File: src/rtl/peripheral_timer_regs.sv
// peripheral_timer_regs
// Four-register 32-bit down-counting timer with a prescaler, one-shot and
// auto-reload modes, a sticky expiry flag, a saturating expiry counter and a
// level interrupt. Register accesses arrive as one-hot write/read strobes from
// the bus adapter. Read data is presented per register, and the adapter muxes it.
//
// Register map
//   0 CTRL   : [0] enable, [1] auto_reload, [2] irq_en, [15:8] prescale
//   1 LOAD   : reload value
//   2 COUNT  : current count (a write loads it directly)
//   3 STATUS : [0] expired (W1C), [1] running (= enable),
//              [15:8] expire_cnt (saturating, cleared by a STATUS read)

module peripheral_timer_regs #(
    parameter int                    COUNTWIDTH    = 32,
    parameter int                    PRESCALEWIDTH = 8,
    parameter logic [COUNTWIDTH-1:0] RESETLOAD     = '0
) (
    input  logic             clk,
    input  logic             reset,
    input  logic [3:0]       write_en,
    input  logic [3:0]       read_en,
    input  logic [31:0]      data_in,
    output logic [3:0][31:0] data_out,
    output logic             irq
);

    localparam int REG_CTRL   = 0;
    localparam int REG_LOAD   = 1;
    localparam int REG_COUNT  = 2;
    localparam int REG_STATUS = 3;

    localparam logic [COUNTWIDTH-1:0]    COUNT_ONE = COUNTWIDTH'(32'd1);
    localparam logic [PRESCALEWIDTH-1:0] PRESC_ONE = PRESCALEWIDTH'(32'd1);
    localparam logic [7:0]               EXP_MAX   = 8'd255;

    // Control register fields
    logic                     enable_r;
    logic                     auto_reload_r;
    logic                     irq_en_r;
    logic [PRESCALEWIDTH-1:0] prescale_r;

    // Timer datapath state
    logic [PRESCALEWIDTH-1:0] presc_cnt_r;
    logic [COUNTWIDTH-1:0]    load_r;
    logic [COUNTWIDTH-1:0]    count_r;
    logic                     expired_r;
    logic [7:0]               expire_cnt_r;

    // Per-cycle events
    logic                     tick_s;
    logic                     expire_s;
    logic                     unused_s;

    // A tick fires when the running prescaler reaches the programmed divide value.
    // An expiry is a tick that lands on a zero count.
    assign tick_s   = enable_r & (presc_cnt_r == prescale_r);
    assign expire_s = tick_s & (count_r == '0);

    // Level interrupt taken straight from registered state, so it has no added latency
    assign irq = expired_r & irq_en_r;

    // Strobe and data bits that carry no function in this block
    assign unused_s = ^{read_en[2:0], data_in};

    // CTRL register: a bus write takes priority over the one-shot auto-stop
    always_ff @(posedge clk or posedge reset) begin
        if (reset) begin
            enable_r      <= 1'b0;
            auto_reload_r <= 1'b0;
            irq_en_r      <= 1'b0;
            prescale_r    <= '0;
        end else if (write_en[REG_CTRL]) begin
            enable_r      <= data_in[0];
            auto_reload_r <= data_in[1];
            irq_en_r      <= data_in[2];
            prescale_r    <= data_in[8 +: PRESCALEWIDTH];
        end else if (expire_s && !auto_reload_r) begin
            enable_r      <= 1'b0;
        end
    end

    // Prescale counter: held at 0 while disabled, so enabling always restarts it from 0
    always_ff @(posedge clk or posedge reset) begin
        if (reset) begin
            presc_cnt_r <= '0;
        end else if (!enable_r) begin
            presc_cnt_r <= '0;
        end else if (tick_s) begin
            presc_cnt_r <= '0;
        end else begin
            presc_cnt_r <= presc_cnt_r + PRESC_ONE;
        end
    end

    // LOAD register
    always_ff @(posedge clk or posedge reset) begin
        if (reset) begin
            load_r <= RESETLOAD;
        end else if (write_en[REG_LOAD]) begin
            load_r <= data_in[COUNTWIDTH-1:0];
        end
    end

    // COUNT register: a bus write discards any decrement or reload from the same tick
    always_ff @(posedge clk or posedge reset) begin
        if (reset) begin
            count_r <= RESETLOAD;
        end else if (write_en[REG_COUNT]) begin
            count_r <= data_in[COUNTWIDTH-1:0];
        end else if (tick_s) begin
            if (count_r != '0) begin
                count_r <= count_r - COUNT_ONE;
            end else if (auto_reload_r) begin
                count_r <= load_r;
            end
        end
    end

    // STATUS expired flag: a hardware set beats a simultaneous W1C
    always_ff @(posedge clk or posedge reset) begin
        if (reset) begin
            expired_r <= 1'b0;
        end else if (expire_s) begin
            expired_r <= 1'b1;
        end else if (write_en[REG_STATUS] && data_in[0]) begin
            expired_r <= 1'b0;
        end
    end

    // STATUS expiry counter: saturates at 255. A read clears it, but an expiry
    // in the same cycle as the read is still counted.
    always_ff @(posedge clk or posedge reset) begin
        if (reset) begin
            expire_cnt_r <= 8'd0;
        end else if (read_en[REG_STATUS]) begin
            expire_cnt_r <= expire_s ? 8'd1 : 8'd0;
        end else if (expire_s && (expire_cnt_r != EXP_MAX)) begin
            expire_cnt_r <= expire_cnt_r + 8'd1;
        end
    end

    // Per-register read data, combinational from state; unused bits read 0
    always_comb begin
        data_out                                 = '0;
        data_out[REG_CTRL][0]                    = enable_r;
        data_out[REG_CTRL][1]                    = auto_reload_r;
        data_out[REG_CTRL][2]                    = irq_en_r;
        data_out[REG_CTRL][8 +: PRESCALEWIDTH]   = prescale_r;
        data_out[REG_LOAD][COUNTWIDTH-1:0]       = load_r;
        data_out[REG_COUNT][COUNTWIDTH-1:0]      = count_r;
        data_out[REG_STATUS][0]                  = expired_r;
        data_out[REG_STATUS][1]                  = enable_r;
        data_out[REG_STATUS][15:8]               = expire_cnt_r;
    end

endmodule

File: config.mk
export PLATFORM = sky130hd
export DESIGN_NAME = peripheral_timer_regs
export DESIGN_NICKNAME = d
export VERILOG_FILES = /design/src/rtl/peripheral_timer_regs.sv
export SDC_FILE = /design/constraint.sdc
export NUM_CORES = 1
export LEC_CHECK = 0
export BUFFER_PORTS_ARGS = -buffer_cell sky130_fd_sc_hd__buf_2
export CAP_MARGIN = 10
export CORE_MARGIN = 3
export CORE_UTILIZATION = 30
export CTS_CLUSTER_DIAMETER = 30
export DETAILED_ROUTE_END_ITERATION = 16
export HOLD_SLACK_MARGIN = 0.1
export PLACE_DENSITY_LB_ADDON = 0.08
export SLEW_MARGIN = 20
export SYNTH_ARGS = -nofsm -noshare
export SYNTH_HDL_FRONTEND = slang
export SYNTH_SLANG_ARGS = --single-unit
export TNS_END_PERCENT = 50
File: constraint.sdc
create_clock -name clk -period 4.5 [get_ports clk]
set_input_delay 0.45 -clock clk [delete_from_list [all_inputs] [get_ports clk]]
set_output_delay 0.45 -clock clk [all_outputs]
set_load 0.02 [all_outputs]
==> parameters.txt, run 1 <==
Parameter                              Value

Outcome
  Run status ... complete, no violations

STA
  Tmin final ... 3.401 ns
  Number of hold violations in the final report ... 0
  Final number of setup-violating endpoints ... 0
  Unrepaired setup endpoints after global routing ... no
  Final period util ... 75.58%
  Timing-limited maximum frequency ... 294.0 MHz
  Total count of max-transition violations in the final report ... 0
  Setup tns final ... 0 ns
  Slew at the pin closest to its max-slew limit ... 1.010 ns
  Skew final ... 0.007545 ns
  Rel. slew slack ... 32.04%

Critical path
  Crit path buffers/inverters ... 2
  WS Path Type ... flip-flop to flip-flop
  Origin of the worst setup path ... count_r[15]
  Maximum fanout along the worst path ... 15
  Arr. time, crit path ... 3.67 ns
  Capture point of the critical path ... count_r[22]
  Reg2Reg Capture Point ... count_r[22]
  Family with the most delay on the worst path ... simple AND/OR/NAND/NOR gates
  Worst Reg-to-Reg Cells ... 8
  Delay of the slowest cell on the worst path ... 0.75 ns
  Number of cells on the critical path ... 8
  Start of the worst register-to-register path ... count_r[15]
  Worst path slowest cell ... sky130_fd_sc_hd__or4_1
  Critical Path RT ... 4.77 ns
  Critical path capture point type ... flip-flop
  Worst R2R Setup Slack ... 1.10 ns
  Cells along the critical path ... or4_1 -> nor3_1 -> and4_1 -> buf_4 -> and3_1 -> buf_4 -> a222oi_1 -> o21ai_0
  Element type at the critical path start ... flip-flop
  Top cell by count, worst path ... sky130_fd_sc_hd__buf_4

Min path
  Classification of the worst-slack hold path ... input port to asynchronous set/reset pin

Logic synthesis
  Commonest cells in the synthesized netlist ... sky130_fd_sc_hd__dfrtp_1, sky130_fd_sc_hd__buf_4, sky130_fd_sc_hd__nand2_1, sky130_fd_sc_hd__mux2_2, sky130_fd_sc_hd__nor2_1
  Async set or reset register ratio after synthesis ... 100.0%
  Warnings, synthesis ... 0
  Top cell type's share of synthesized area ... 43.14%
  Post-synth EDFFs ... 0
  Most instantiated library cell after synthesis ... sky130_fd_sc_hd__dfrtp_1
  Number of standard cells after synthesis ... 543
  Distinct cells, synth ... 61
  Post-synthesis area per instance ... 9.828 um2
  Top flip-flop cell by instance count after synthesis ... sky130_fd_sc_hd__dfrtp_1
  Total standard cell area after synthesis ... 5336 um2
  Post-synthesis sequential element count ... 92
  Cell taking the most area after synthesis ... sky130_fd_sc_hd__dfrtp_1
  Leading cell types by total area after synthesis ... sky130_fd_sc_hd__dfrtp_1, sky130_fd_sc_hd__mux2_2, sky130_fd_sc_hd__buf_4, sky130_fd_sc_hd__xnor2_1, sky130_fd_sc_hd__nand2_1
  Register area share after synthesis ... 43.14%

Routing
  Number of DRC markers in iteration 0 ... 301
  Number of vias per cell after detailed routing ... 5.158
  Overall via count from detail_route ... 4,524
  Drt drc ... 0
  Routed Antenna Nets ... 0
  WL final ... 16.90 mm
  DR pass1 iterations ... 5
  Routed wire per std cell ... 19.27 um

Layout
  Final-stage net count ... 694
  Filler Cells Inserted ... 1,797
  Core utilization of the finished layout ... 36.05%
  Number of diodes ... 0
  Synthesis-to-finish area growth ... 17.26%
  Fraction of layout cells with a size suffix above 1 ... 30.06%

Placement
  Weighted congestion reported at the end of routability-driven placement ... 0.8171
  Number of buffers inserted by port buffering ... 124
  DPL Wire Length ... 12.21 mm

Floorplan
  Die Span X ... 139.4 um
  Std cell rows ... 48
  Core area ... 17,360 um2
  I/O pin count ... 171
  Die Span Y ... 139.4 um
  Initial Utilization ... 30.75%
  Total die area ... 19,420 um2

Global routing
  Via count of the first global-routing pass ... 4,472
  First-pass GRT wire length ... 26.48 mm
  Total global routing track utilization ... 17.36%
  Maximum number of pins on one net before global-route repair ... 52
  Remaining Overflow, GRT ... 0
  Antenna violations before repair ... 0

Clocking
  CTS Buf Count ... 9
  Post-CTS sizing ... 0
  Clock transition at the registers of the reported paths ... 0.07 ns
  Number of buffers between clock root and the deepest sink ... 2
  Insertion delay of the later-clocked pin in the worst-skew pair ... 0.35 ns
  CTS tree ... yes
  Number of H-tree levels ... 3
  Cts hold-fix bufs ... 0
  Sink Count ... 92
  Clock tree root buffer cell ... sky130_fd_sc_hd__clkbuf_16
  Buffers inserted during post-CTS setup optimization ... 0

Power and ir drop
  IR drop worst, VDD ... 199.8 uV
  Overall power after layout ... 2.187 mW
  Power density over the cells ... 349.5 nW/um2
  Leakage Power ... 2.731 nW

Flow run
  Maxcap violations ... 0
==> worst reg2reg max path: cells and delay by family, from the launching register on <==
family,cells,cell delay (ns)
buffers and inverters,2,0.49
AO/OA/AOI/OAI,2,0.23
flip-flops,1,0.46
AND/OR/NAND/NOR,4,2.14
==> placed cells by master, fill, tap and decap left out, types with 15 or more instances in the layout <==
cell,count
sky130_fd_sc_hd__a21oi_1,15
sky130_fd_sc_hd__nor3_1,20
sky130_fd_sc_hd__mux2_2,42
sky130_fd_sc_hd__dfrtp_1,92
sky130_fd_sc_hd__nor2_1,36
sky130_fd_sc_hd__xnor2_1,21
sky130_fd_sc_hd__nand2_1,45
sky130_fd_sc_hd__buf_2,124
sky130_fd_sc_hd__nand3_1,23
sky130_fd_sc_hd__conb_1,43
==> routing by layer <==
metal,vias to the layer above,GRT usage (%),share of wire (%)
met3,15,3.608,6.1
met5,-,0,0
met4,0,5.098,1.4
li1,2124,-,-
met2,164,26.82,45
met1,2221,24.60,47
==> worst min path at each step <==
stage,to,slack [ns],depth (start not counted)
after floorplan,expired_r,0.47,1
after global placement,expired_r,0.48,1
after detailed placement,expired_r,0.49,1
after CTS,expire_cnt_r[7],0.31,2
after global routing,load_r[7],0.34,2
final,expire_cnt_r[6],0.27,2
==> layout make-up <==
class	count	area [um2]	area share, %
tap	225	281.5	4.499
multi-input combinational	411	2690	42.99
inverter	4	16.27	0.2599
sequential	92	2302	36.79
timing repair buffer	130	665.6	10.64
clock inverter	5	62.56	0.9998
clock buffer	10	239.0	3.819
==> cell families after synthesis <==
group	synth area share (%)
AND/OR/NAND/NOR	19.25
flip-flops	43.14
AO/OA/AOI/OAI	12.47
buffers and inverters	9.519
multiplexers	8.863
XOR/XNOR	5.745
adder cells (fa/ha/maj)	0.9379
other	0.07027
==> flip-flops by register name, indices dropped and copies added, names as in the netlist <==
signal / cells
auto_reload_r: 1
count_r: 32
enable_r: 1
expire_cnt_r: 8
expired_r: 1
irq_en_r: 1
load_r: 32
presc_cnt_r: 8
prescale_r: 8
==> per-stage QoR <==
step / setup WS, ns / hold slack [ns] / instance area, um2 / std cells
after floorplan: 1.658 / 0.4652 / 5494 / 585
after global placement: 1.164 / 0.4792 / 5956 / 862
after detailed placement: 1.147 / 0.4943 / 5956 / 862
after CTS: 1.121 / 0.3100 / 6257 / 877
after global routing: 0.8878 / 0.3382 / 6257 / 877
final: 1.099 / 0.2677 / 6257 / 877
==> report_power, final <==
part	leakage [nW]	internal (mW)	switching [mW]
Combinational	1.47	0.149	0.264
Sequential	1.12	0.895	0.0950
Clock	0.141	0.445	0.340
Note: power is estimated with default switching activity, not from simulation.
==> inputs of run 2 (changes only) <==
--- a/config.mk
+++ b/config.mk
@@ -5,6 +5,7 @@
 export SDC_FILE = /design/constraint.sdc
 export NUM_CORES = 1
 export LEC_CHECK = 0
+export ABC_AREA = 1
 export BUFFER_PORTS_ARGS = -buffer_cell sky130_fd_sc_hd__buf_2
 export CAP_MARGIN = 10
 export CORE_MARGIN = 3
==> constraint.sdc (replaced) <==
create_clock -name clk -period 3 [get_ports clk]
set_input_delay 0.3 -clock clk [delete_from_list [all_inputs] [get_ports clk]]
set_output_delay 0.3 -clock clk [all_outputs]
set_load 0.02 [all_outputs]
==> run 2 against run 1 <==
Against the previous run: non-clock buffer count unchanged; synthesized area grew 13%; first-iteration DRC count shrank 17%; critical path depth up 4; utilization shrank 0.20 points; via count up 24%; combinational power up 95%; synthesized cell count grew 62%; global-route usage decreased by 0.31 points; routed wire length increased by 8.9%.
==> parameters.txt, run 2 <==
Parameter                              Value

Outcome
  Run status ... complete, no violations (unchanged)

Routing
  Drt drc ... 0 (unchanged)
  WL final ... 18.40 mm (was 16.90 mm)
  Number of DRC markers in iteration 0 ... 251 (was 301)
  Overall via count from detail_route ... 5,604 (was 4,524)
  Routed Antenna Nets ... 0 (unchanged)
  Routed wire per std cell ... 14.54 um (was 19.27 um)
  Number of vias per cell after detailed routing ... 4.430 (was 5.158)
  DR pass1 iterations ... 4 (was 5)

Critical path
  WS Path Type ... flip-flop to flip-flop (unchanged)
  Worst path slowest cell ... sky130_fd_sc_hd__dfrtp_1 (was sky130_fd_sc_hd__or4_1)
  Maximum fanout along the worst path ... 17 (was 15)
  Element type at the critical path start ... flip-flop (unchanged)
  Critical path capture point type ... flip-flop (unchanged)
  Critical Path RT ... 3.30 ns (was 4.77 ns)
  Family with the most delay on the worst path ... simple AND/OR/NAND/NOR gates (unchanged)
  Delay of the slowest cell on the worst path ... 0.44 ns (was 0.75 ns)
  Crit path buffers/inverters ... 1 (was 2)
  Top cell by count, worst path ... sky130_fd_sc_hd__nand2_1 (was sky130_fd_sc_hd__buf_4)
  Arr. time, crit path ... 2.47 ns (was 3.67 ns)
  Cells along the critical path ... inv_1 -> ha_1 -> nand2_1 -> nor2_1 -> nand2_1 -> nor2_4 -> nand2_4 -> nor2_2 -> nand2_2 -> nand2_2 -> nand2_1 -> nand2_1 (was or4_1 -> nor3_1 -> and4_1 -> buf_4 -> and3_1 -> buf_4 -> a222oi_1 -> o21ai_0)

Global routing
  Maximum number of pins on one net before global-route repair ... 50 (was 52)
  Remaining Overflow, GRT ... 0 (unchanged)
  Antenna violations before repair ... 0 (unchanged)
  Via count of the first global-routing pass ... 5,427 (was 4,472)
  Total global routing track utilization ... 17.04% (was 17.36%)
  First-pass GRT wire length ... 29.70 mm (was 26.48 mm)

Power and ir drop
  Internal Power ... 2.256 mW (was 1.488 mW)
  Clk network pwr share ... 34.6% (was 35.9%)
  Sequential share of power ... 42.4% (was 45.3%)
  Power density over the cells ... 498.1 nW/um2 (was 349.5 nW/um2)
  Switching power share of the total ... 35.50% (was 31.94%)
  Leakage Power ... 3.831 nW (was 2.731 nW)
  IR drop worst, VDD ... 284.2 uV (was 199.8 uV)
  Overall power after layout ... 3.498 mW (was 2.187 mW)
  Combinational share of power ... 23.0% (was 18.9%)
  Net switching power ... 1.242 mW (was 0.6985 mW)

Min path
  Classification of the worst-slack hold path ... input port to flip-flop (was input port to asynchronous set/reset pin)

Layout
  Number of diodes ... 0 (unchanged)
  Footprint of the multi-input gates ... 3007 um2 (was 2690 um2)
  Most common library cell in the layout ignoring fill and taps ... sky130_fd_sc_hd__nand2_1 (was sky130_fd_sc_hd__buf_2)
  Total area of sequential cells ... 2302 um2 (unchanged)
  Filler Cells Inserted ... 2,251 (was 1,797)
  Synthesis-to-finish area growth ... 16.89% (was 17.26%)
  Largest registers ... count_r x32, load_r x32 (unchanged)
  Final-stage net count ... 1,041 (was 694)
  Fraction of layout cells with a size suffix above 1 ... 18.50% (was 30.06%)
  Highest-count cells in the layout ignoring fill and taps ... sky130_fd_sc_hd__nand2_1, sky130_fd_sc_hd__buf_2, sky130_fd_sc_hd__inv_1 (was sky130_fd_sc_hd__buf_2, sky130_fd_sc_hd__dfrtp_1, sky130_fd_sc_hd__nand2_1)
  Final Non-Filler Cells ... 1,265 (was 877)
  Final non-filler cell area ... 7023 um2 (was 6257 um2)

Logic synthesis
  Top cell type's share of synthesized area ... 38.32% (was 43.14%)
  Number of standard cells after synthesis ... 881 (was 543)
  Synthesized-area fraction occupied by ao, oa, aoi and oai cells ... 5.102% (was 12.47%)
  Synth Area in Adders ... 0.8330% (was 0.9379%)
  Simple-gate area share of the yosys netlist ... 36.71% (was 19.25%)
  Total standard cell area after synthesis ... 6008 um2 (was 5336 um2)
  Async set or reset register ratio after synthesis ... 100.0% (unchanged)
  Distinct cells, synth ... 32 (was 61)
  Dominant combinational cell family by area after synthesis ... simple AND/OR/NAND/NOR gates (unchanged)
  Post-synthesis area per instance ... 6.820 um2 (was 9.828 um2)
  Commonest cells in the synthesized netlist ... sky130_fd_sc_hd__nand2_1, sky130_fd_sc_hd__inv_1, sky130_fd_sc_hd__nor2_1, sky130_fd_sc_hd__dfrtp_1, sky130_fd_sc_hd__nand3_1 (was sky130_fd_sc_hd__dfrtp_1, sky130_fd_sc_hd__buf_4, sky130_fd_sc_hd__nand2_1, sky130_fd_sc_hd__mux2_2, sky130_fd_sc_hd__nor2_1)
  Top flip-flop cell by instance count after synthesis ... sky130_fd_sc_hd__dfrtp_1 (unchanged)
  Post-synthesis xor/xnor area fraction ... 1.895% (was 5.744%)
  Multiplexer fraction of the synthesized cell area ... 2.811% (was 8.863%)
  Warnings, synthesis ... 0 (unchanged)
  Cell taking the most area after synthesis ... sky130_fd_sc_hd__dfrtp_1 (unchanged)
  Post-synth EDFFs ... 0 (unchanged)
  Most instantiated library cell after synthesis ... sky130_fd_sc_hd__nand2_1 (was sky130_fd_sc_hd__dfrtp_1)
  Register area share after synthesis ... 38.32% (was 43.14%)
  Post-synthesis sequential element count ... 92 (unchanged)
  Leading cell types by total area after synthesis ... sky130_fd_sc_hd__dfrtp_1, sky130_fd_sc_hd__nand2_1, sky130_fd_sc_hd__nand3_1, sky130_fd_sc_hd__inv_1, sky130_fd_sc_hd__nor2_1 (was sky130_fd_sc_hd__dfrtp_1, sky130_fd_sc_hd__mux2_2, sky130_fd_sc_hd__buf_4, sky130_fd_sc_hd__xnor2_1, sky130_fd_sc_hd__nand2_1)

STA
  Timing-limited maximum frequency ... 459.6 MHz (was 294.0 MHz)
  Tmin final ... 2.176 ns (was 3.401 ns)
  PnR worst setup slack ... 0.8243 ns (was 1.099 ns)
  Skew final ... 0.01583 ns (was 0.007545 ns)
  Rel. slew slack ... 38.22% (was 32.04%)
  Number of hold violations in the final report ... 0 (unchanged)
  Unrepaired setup endpoints after global routing ... no (unchanged)
  Final number of setup-violating endpoints ... 0 (unchanged)
  Slew at the pin closest to its max-slew limit ... 0.9267 ns (was 1.010 ns)
  Total count of max-transition violations in the final report ... 0 (unchanged)
  Setup tns final ... 0 ns (unchanged)
  Final period util ... 72.52% (was 75.58%)

Floorplan
  Die Span X ... 147.5 um (was 139.4 um)
  I/O pin count ... 171 (unchanged)
  Initial Utilization ... 30.67% (was 30.75%)
  Std cell rows ... 51 (was 48)
  Core area ... 19,590 um2 (was 17,360 um2)
  Total die area ... 21,760 um2 (was 19,420 um2)
  Die Span Y ... 147.5 um (was 139.4 um)

Clocking
  Insertion delay of the later-clocked pin in the worst-skew pair ... 0.36 ns (was 0.35 ns)
  Clock tree root buffer cell ... sky130_fd_sc_hd__clkbuf_16 (unchanged)
  Number of buffers between clock root and the deepest sink ... 2 (unchanged)
  CTS tree ... yes (unchanged)
  CTS Buf Count ... 9 (unchanged)
  Number of H-tree levels ... 3 (unchanged)
  Clock transition at the registers of the reported paths ... 0.07 ns (about the same)
  Buffers inserted during post-CTS setup optimization ... 0 (unchanged)
  Sink Count ... 92 (unchanged)

Placement
  DPL Wire Length ... 13.89 mm (was 12.21 mm)
  Number of buffers inserted by port buffering ... 124 (unchanged)
  Weighted congestion reported at the end of routability-driven placement ... 0.8470 (was 0.8171)
  Minimum setup slack after placement ... 0.7897 ns (was 1.147 ns)
  Number of cells after detailed placement ... 1,248 (was 862)
  Cell Area, Placed ... 6708 um2 (was 5956 um2)

Flow run
  Maxcap violations ... 0 (unchanged)
## run 2: changes by cell type after synthesis, sizes merged, moves of 27 or more
cell / delta
nand3: +60
o21ai: +31
nor2: +70
inv: +100
mux2: -27
nand2: +260
## run 2: through the flow
stage          utilization [%]  hold WS (ns)
2_1_floorplan                -        0.4166
3_3_place_gp             34.24        0.4115
3_5_place_dp             34.24        0.4188
4_1_cts                  35.85        0.1511
5_1_grt                  35.85        0.1719
6_report                 35.85        0.1620
## run 2: worst paths after layout
check	from	endpoint	slack [ns]	depth (start not counted)
hold reg to reg	irq_en_r	irq_en_r	0.52	2
setup / recovery	count_r[0]	expire_cnt_r[4]	0.82	12
max in group asynchronous	reset	count_r[4]	1.75	4
setup reg to reg	count_r[0]	expire_cnt_r[4]	0.82	12
min in group asynchronous	reset	expire_cnt_r[6]	0.56	3
hold / removal	data_in[21]	load_r[21]	0.16	3
## run 2: tightest hold or removal path: cells and delay by family
kind	cells	cell delay (ns)
buffers and inverters	1	0.09
AND/OR/NAND/NOR	1	0.04
AO/OA/AOI/OAI	1	0.05
## run 2: logic make-up after synthesis
| family | count (synthesis) |
|---|---|
| and+or+nand+nor | 521 |
| buffers and inverters | 174 |
| DFF | 92 |
| AOI/OAI and AO/OA | 61 |
| muxes | 15 |
| xor gates and xnor gates | 13 |
| adders and majority gates | 4 |
| other | 1 |
## run 2: final cells by class
type	instances	share of cell area, %
Multi-Input combinational cell	657	42.81
Tap cell	265	4.721
Clock buffer	9	3.207
Sequential cell	92	32.78
Timing Repair Buffer	130	9.692
Inverter	105	5.648
Clock inverter	7	1.140
## run 2: timing repair
action                                 4_1_cts  5_1_grt
resized for setup                            0        0
hold buffers                                 1        0
endpoints found under the hold margin       41        0
## run 2: metal layers
metal	up-vias	global-route usage, %	share of wire, %
met5	-	0	0
met3	15	3.740	4.8
met4	0	4.380	1.3
met1	2586	22.95	47
li1	2884	-	-
met2	119	27.90	47
## run 2: power groups by stage
stage          clock [mW]  combinational, mW  sequential, mW
4_1_cts              1.26              0.817            1.49
2_1_floorplan           0              0.474            1.60
3_3_place_gp            0              0.813            1.51
3_5_place_dp            0              0.813            1.51
5_1_grt              1.30              0.912            1.51
6_report             1.21              0.805            1.48
